## src/rtl/sink_config_pkg.sv

```systemverilog
// Shared sink-path configuration: sink word width, serializer byte geometry,
// and the serializer FSM state encoding.
package sink_config;

    localparam int SNK_WIDTH     = 16;
    localparam int SER_BYTE_W    = 8;
    localparam int SER_NUM_BYTES = (SNK_WIDTH + SER_BYTE_W - 1) / SER_BYTE_W;

    // HDR is only reachable when SINK_SERIALIZER_HEADER_EN is defined.
    typedef enum logic [1:0] {
        IDLE = 2'd0,
        HDR  = 2'd1,
        SEND = 2'd2
    } ser_state_t;

endpackage : sink_config

```

## src/rtl/sink_serializer.sv

```systemverilog
// Splits each sink word into an MSB-first byte stream, zero-padding the last byte.
// Optional SINK_SERIALIZER_HEADER_EN prefixes every word with {1'b1, seq[6:0]}.
module sink_serializer
    import sink_config::*;
#(
    parameter  int WIDTH     = SNK_WIDTH,
    localparam int NUM_BYTES = (WIDTH + SER_BYTE_W - 1) / SER_BYTE_W
) (
    input  logic                  clk,
    input  logic                  rst,
    input  logic                  snk_valid,
    output logic                  snk_ready,
    input  logic [WIDTH-1:0]      snk,
    output logic                  byte_valid,
    input  logic                  byte_ready,
    output logic [SER_BYTE_W-1:0] byte_data
);

    localparam int SR_W  = NUM_BYTES * SER_BYTE_W;
    localparam int CNT_W = (NUM_BYTES > 1) ? $clog2(NUM_BYTES) : 1;
    localparam logic [CNT_W-1:0] LAST_CNT = CNT_W'(NUM_BYTES - 1);

`ifdef SINK_SERIALIZER_HEADER_EN
    localparam ser_state_t FIRST_ST = HDR;
`else
    localparam ser_state_t FIRST_ST = SEND;
`endif

    ser_state_t       state_q, state_d;
    logic [SR_W-1:0]  shift_q, shift_d;
    logic [CNT_W-1:0] cnt_q,   cnt_d;
    logic [SR_W-1:0]  load_word;
`ifdef SINK_SERIALIZER_HEADER_EN
    logic [6:0]       seq_q,   seq_d;
`endif

    // Word left-justified in the shift register; unused low bits stay zero.
    always_comb begin
        load_word                    = '0;
        load_word[SR_W-1 -: WIDTH]   = snk;
    end

    // NOTE: every signal written here gets a default first, so no path leaves
    // a value unassigned and no latch is inferred.
    always_comb begin
        state_d    = state_q;
        shift_d    = shift_q;
        cnt_d      = cnt_q;
`ifdef SINK_SERIALIZER_HEADER_EN
        seq_d      = seq_q;
`endif
        snk_ready  = 1'b0;
        byte_valid = 1'b0;
        byte_data  = '0;

        unique case (state_q)
            IDLE: begin
                snk_ready = 1'b1;
                if (snk_valid) begin
                    shift_d = load_word;
                    cnt_d   = LAST_CNT;
                    state_d = FIRST_ST;
                end
            end

            HDR: begin
`ifdef SINK_SERIALIZER_HEADER_EN
                byte_valid = 1'b1;
                byte_data  = {1'b1, seq_q};
                if (byte_ready) begin
                    seq_d   = seq_q + 7'd1;
                    state_d = SEND;
                end
`else
                state_d = IDLE;
`endif
            end

            SEND: begin
                byte_valid = 1'b1;
                byte_data  = shift_q[SR_W-1 -: SER_BYTE_W];
                if (byte_ready) begin
                    if (cnt_q != '0) begin
                        shift_d = shift_q << SER_BYTE_W;
                        cnt_d   = cnt_q - CNT_W'(1);
                    end else begin
                        // Last byte leaves: a waiting word reloads with no bubble.
                        snk_ready = 1'b1;
                        if (snk_valid) begin
                            shift_d = load_word;
                            cnt_d   = LAST_CNT;
                            state_d = FIRST_ST;
                        end else begin
                            state_d = IDLE;
                        end
                    end
                end
            end

            default: state_d = IDLE;
        endcase
    end

    // NOTE: sequential state uses non-blocking assignments; the shift register
    // is reset too so byte_data is deterministic from the first cycle.
    always_ff @(posedge clk) begin
        if (rst) begin
            state_q <= IDLE;
            shift_q <= '0;
            cnt_q   <= '0;
`ifdef SINK_SERIALIZER_HEADER_EN
            seq_q   <= '0;
`endif
        end else begin
            state_q <= state_d;
            shift_q <= shift_d;
            cnt_q   <= cnt_d;
`ifdef SINK_SERIALIZER_HEADER_EN
            seq_q   <= seq_d;
`endif
        end
    end

endmodule : sink_serializer

```

## config.mk

```make
export PLATFORM = sky130hd
export DESIGN_NAME = sink_serializer
export DESIGN_NICKNAME = d
export VERILOG_FILES = /design/src/rtl/sink_config_pkg.sv /design/src/rtl/sink_serializer.sv
export SDC_FILE = /design/constraint.sdc
export NUM_CORES = 1
export LEC_CHECK = 0
export BUFFER_PORTS_ARGS = -buffer_cell sky130_fd_sc_hd__buf_2
export CAP_MARGIN = 20
export CORE_MARGIN = 10
export CORE_UTILIZATION = 51
export CTS_CLUSTER_SIZE = 10
export DETAILED_ROUTE_END_ITERATION = 8
export PLACE_DENSITY = 0.81
export SLEW_MARGIN = 20
export SYNTH_ARGS = -nofsm -noshare
export SYNTH_HDL_FRONTEND = slang
export SYNTH_SLANG_ARGS = --single-unit
```

## constraint.sdc

```tcl
create_clock -name clk -period 1.85 [get_ports clk]
set_input_delay 0.0925 -clock clk [delete_from_list [all_inputs] [get_ports clk]]
set_output_delay 0.0925 -clock clk [all_outputs]
set_load 0.02 [all_outputs]
```

==> summary by stage <==
Critical path
The data required time of the critical path is between 2000 and 2500 ps. The critical path starts at state_q[1]. The startpoint class of the critical path is a flip-flop. The endpoint of the worst register-to-register path is shift_q[10]. The critical path data arrival time is 1800 ps.

The worst setup path category is reg -> reg. The reg-to-reg critical path startpoint is state_q[1]. The worst reg-to-reg path cell count is 3. The largest driver fanout on the critical path is 11. STA classifies the critical path endpoint as a flip-flop. For flop-to-flop paths, the worst setup slack is 290 ps.

Layout
Leaving out fill and tap cells, the most frequent cells in the layout are sky130_fd_sc_hd__buf_2, sky130_fd_sc_hd__dfxtp_1, sky130_fd_sc_hd__nand2_1. The area taken by flip-flops and latches is between 300 and 400 µm². The most common library cell in the layout ignoring fill and taps is sky130_fd_sc_hd__buf_2. The area added between synthesis and finish is 23.18%. The layout filler cell count is about 130.

The antenna diode instance count is 0. In the final layout, the multi-input gates occupy 474.2 µm². The number of nets in the final layout is 137. In the final layout, the share of cells above drive strength 1 is between 40 and 50%.

Place
Routability-driven placement finished with a final weighted congestion of between 0.7 and 0.8. The detailed placer's ending HPWL is approximately 1600 µm. The count of buffers from port buffering is 29.

Detailed routing
The detailed-router iteration count before antenna repair is 4. Using the TritonRoute via totals, the vias-per-cell ratio works out to ~5.6. The remaining antenna violation count is 0. The routed layout has 733 vias. In this run, the number of DRC markers left after iteration 0 of detailed routing was 24. The detailed-route DRC error count is 0. The final routed wirelength across all metal layers is around 2100 µm. Dividing the detail-routed wire length by the instance count gives 15.70 µm.

Yosys
The sequential-to-total area share from yosys stat is about two fifths. The synthesized netlist occupies a cell area of 858.3 µm². The total nets after synthesis is ~100. Yosys printed 0 warnings.

The number of library cell types mapped by synthesis is 20. Of the post-synthesis cell area, the dominant cell type holds between 40% and 50%. Synthesis handed over a netlist of 84 instances. In the post-synthesis netlist, the biggest area contributors are sky130_fd_sc_hd__dfxtp_1, sky130_fd_sc_hd__a22o_2, sky130_fd_sc_hd__a32o_1. The flop and latch count out of synthesis is 18. The average cell area after synthesis is 10.22 µm². The synthesized design spends more area on one cell type than any other, namely sky130_fd_sc_hd__dfxtp_1.

Floorplanning
During I/O placement, the number of pins put on the boundary was 30. From bottom edge to top edge, the die measures between 60 and 70 µm. The die is slightly above 60 µm wide. The initial standard-cell utilization of the core is between 50 and 60%.

In this run the standard cell core region covers around 0.0015 mm². The number of placement rows is 14. The floorplan step defined a die boundary enclosing 0.003724 mm².

Clock network
No sink is reached through more buffers than the 2 on the longest clock path. The CTS buffer count is 3. The CTS tree is done. The cell sitting at the root of the clock tree is a sky130_fd_sc_hd__clkbuf_4. The sink count of the clock tree is 18. The clock reaches the later pin of the worst-skew pair after just under 300 ps. The clock transition at the registers of the reported paths is ~100 ps. CTS built an H-tree with a depth of 1.

In this run the post-CTS setup repair buffer count came out at 0.

Hold path
The path with the worst hold slack has its endpoint at shift_q[7]. The depth of the worst hold-timing path is 2. The kind of path behind the tightest hold check is in -> reg. The worst hold path begins at snk[7].

Power
The internal portion of the total power is 0.6136 mW. Power spread over the standard cell area amounts to roughly 790 mW/mm². In this run, the clock network consumes 29.0% of the power.

Total power for the finished layout comes to 0.8328 mW. Combinational cells account for between 10% and 20% of the total power. The peak ir drop on the vdd network is around 0.47 mV. The reported net switching power is ~0.22 mW. The part of the total power dissipated in sequential elements is between 50% and 60%. In this run switching power makes up a little over a quarter of total power. Summed over all cells, the static leakage comes to ~0.52 nW.

Flow run
Max-cap violations in this run came to 0.

STA
After layout, the minimum clock period comes to roughly 1600 ps. Setup repair after global routing left no endpoint under its margin. Based on the critical path, the design can be clocked at up to roughly 640 MHz. The setup total negative slack is 0 ps. Measured against its own limit, the worst slew margin works out to around 50%. The clock arrives with approximately 0.9 ps of skew.

Setup violations remaining at the end of the flow were counted as 0. After layout, the worst path uses between 80% and 90% of the clock period. The final-report hold violation count is 0.

The number of max-slew violations in the final report is 0. At the pin with the least slew margin, the transition time is approximately 750 ps.

Global route
For this run the aggregate overflow at the end of global routing stands at 0. Entering global routing, the biggest net connects 18 pins. The number of global-route vias before repair is roughly 720. The initial antenna violation count was 0.

The global-route wire length before repair is 3332 µm. The global routing usage summed across all routing layers is between 10% and 20%.

Outcome
The run finished with clean final reports.
[layout make-up]
type | count | area share [%]
multi-input combinational | 62 | 44.85
tap | 16 | 1.893
sequential | 18 | 34.08
inverter | 1 | 0.3550
timing repair buffer | 31 | 15.38
clock buffer | 4 | 3.432
[critical path: stages, from the launching register on]
cell                      delay (ps)
sky130_fd_sc_hd__dfxtp_1         430
sky130_fd_sc_hd__buf_4           210
sky130_fd_sc_hd__a21oi_1         590
sky130_fd_sc_hd__a32o_1          290
[kinds of logic after synthesis]
| family | count (synthesis) | synth area share, % |
|---|---|---|
| compound gates | 21 | 23.62 |
| buf+inv | 4 | 2.768 |
| flops | 18 | 41.98 |
| mux | 8 | 9.330 |
| simple gates | 33 | 22.30 |
[state kept, by name, summed over array words and instances (netlist names)]
signal	cells
state_q	1
cnt_q	1
shift_q	16
[stage by stage]
step | util (%) | worst slack, ps | hold slack (ps) | cells | area (µm²)
floorplan | - | 497.1 | 164.6 | 84 | 858.3
global placement | 65.58 | 429.2 | 308.3 | 127 | 1011
detailed placement | 65.58 | 366.2 | 310.6 | 127 | 1011
CTS | 67.94 | 325.6 | 6.722 | 131 | 1047
global route | 68.59 | 238.7 | 0.6454 | 132 | 1057
finish | 68.59 | 287.9 | 10.32 | 132 | 1057
[worst max path at each step]
| stage | end | slack (ps) | cells after the start |
|---|---|---|---|
| after floorplan | shift_q[14] | 500 | 4 |
| after global placement | shift_q[15] | 430 | 3 |
| after detailed placement | shift_q[13] | 370 | 3 |
| after CTS | shift_q[10] | 330 | 3 |
| after global routing | shift_q[10] | 240 | 3 |
| final | shift_q[10] | 290 | 3 |
[cells in the mapped netlist]
cell type                  number
sky130_fd_sc_hd__a21o_4         1
sky130_fd_sc_hd__nor3b_4        1
sky130_fd_sc_hd__buf_6          1
sky130_fd_sc_hd__a21oi_2        1
sky130_fd_sc_hd__nand2_4        1
sky130_fd_sc_hd__or2_0          2
sky130_fd_sc_hd__nand2_1       10
sky130_fd_sc_hd__inv_1          1
sky130_fd_sc_hd__dfxtp_1       18
sky130_fd_sc_hd__a21oi_1        2
sky130_fd_sc_hd__clkbuf_1       1
sky130_fd_sc_hd__mux2i_1        8
sky130_fd_sc_hd__or2_2          6
sky130_fd_sc_hd__a22o_2         8
sky130_fd_sc_hd__buf_2          1
sky130_fd_sc_hd__and2_1         8
sky130_fd_sc_hd__a311oi_1       1
sky130_fd_sc_hd__a32o_1         8
sky130_fd_sc_hd__nand2b_1       2
sky130_fd_sc_hd__nor2_1         3
[power by group through the flow]
stage	clock network [mW]	registers (mW)	logic [mW]
after floorplan	0	0.445	0.101
after global placement	0	0.448	0.143
after detailed placement	0	0.450	0.148
after CTS	0.246	0.441	0.149
after global routing	0.264	0.446	0.165
final	0.242	0.441	0.150
[routing by layer]
layer,vias to the layer above,GRT usage (%),part of all wire [%]
met5,-,0,0
met1,332,13.30,43
met3,4,4.733,9.4
met4,0,3.135,0.77
met2,27,18.73,47
li1,370,-,-
[what timing repair did]
item / 4_1_cts / 5_1_grt
endpoints found under the hold margin: 0 / 1
hold buffers: 0 / 1
resized for setup: 0 / 0
No activity file was read; power rests on OpenSTA's default activity.
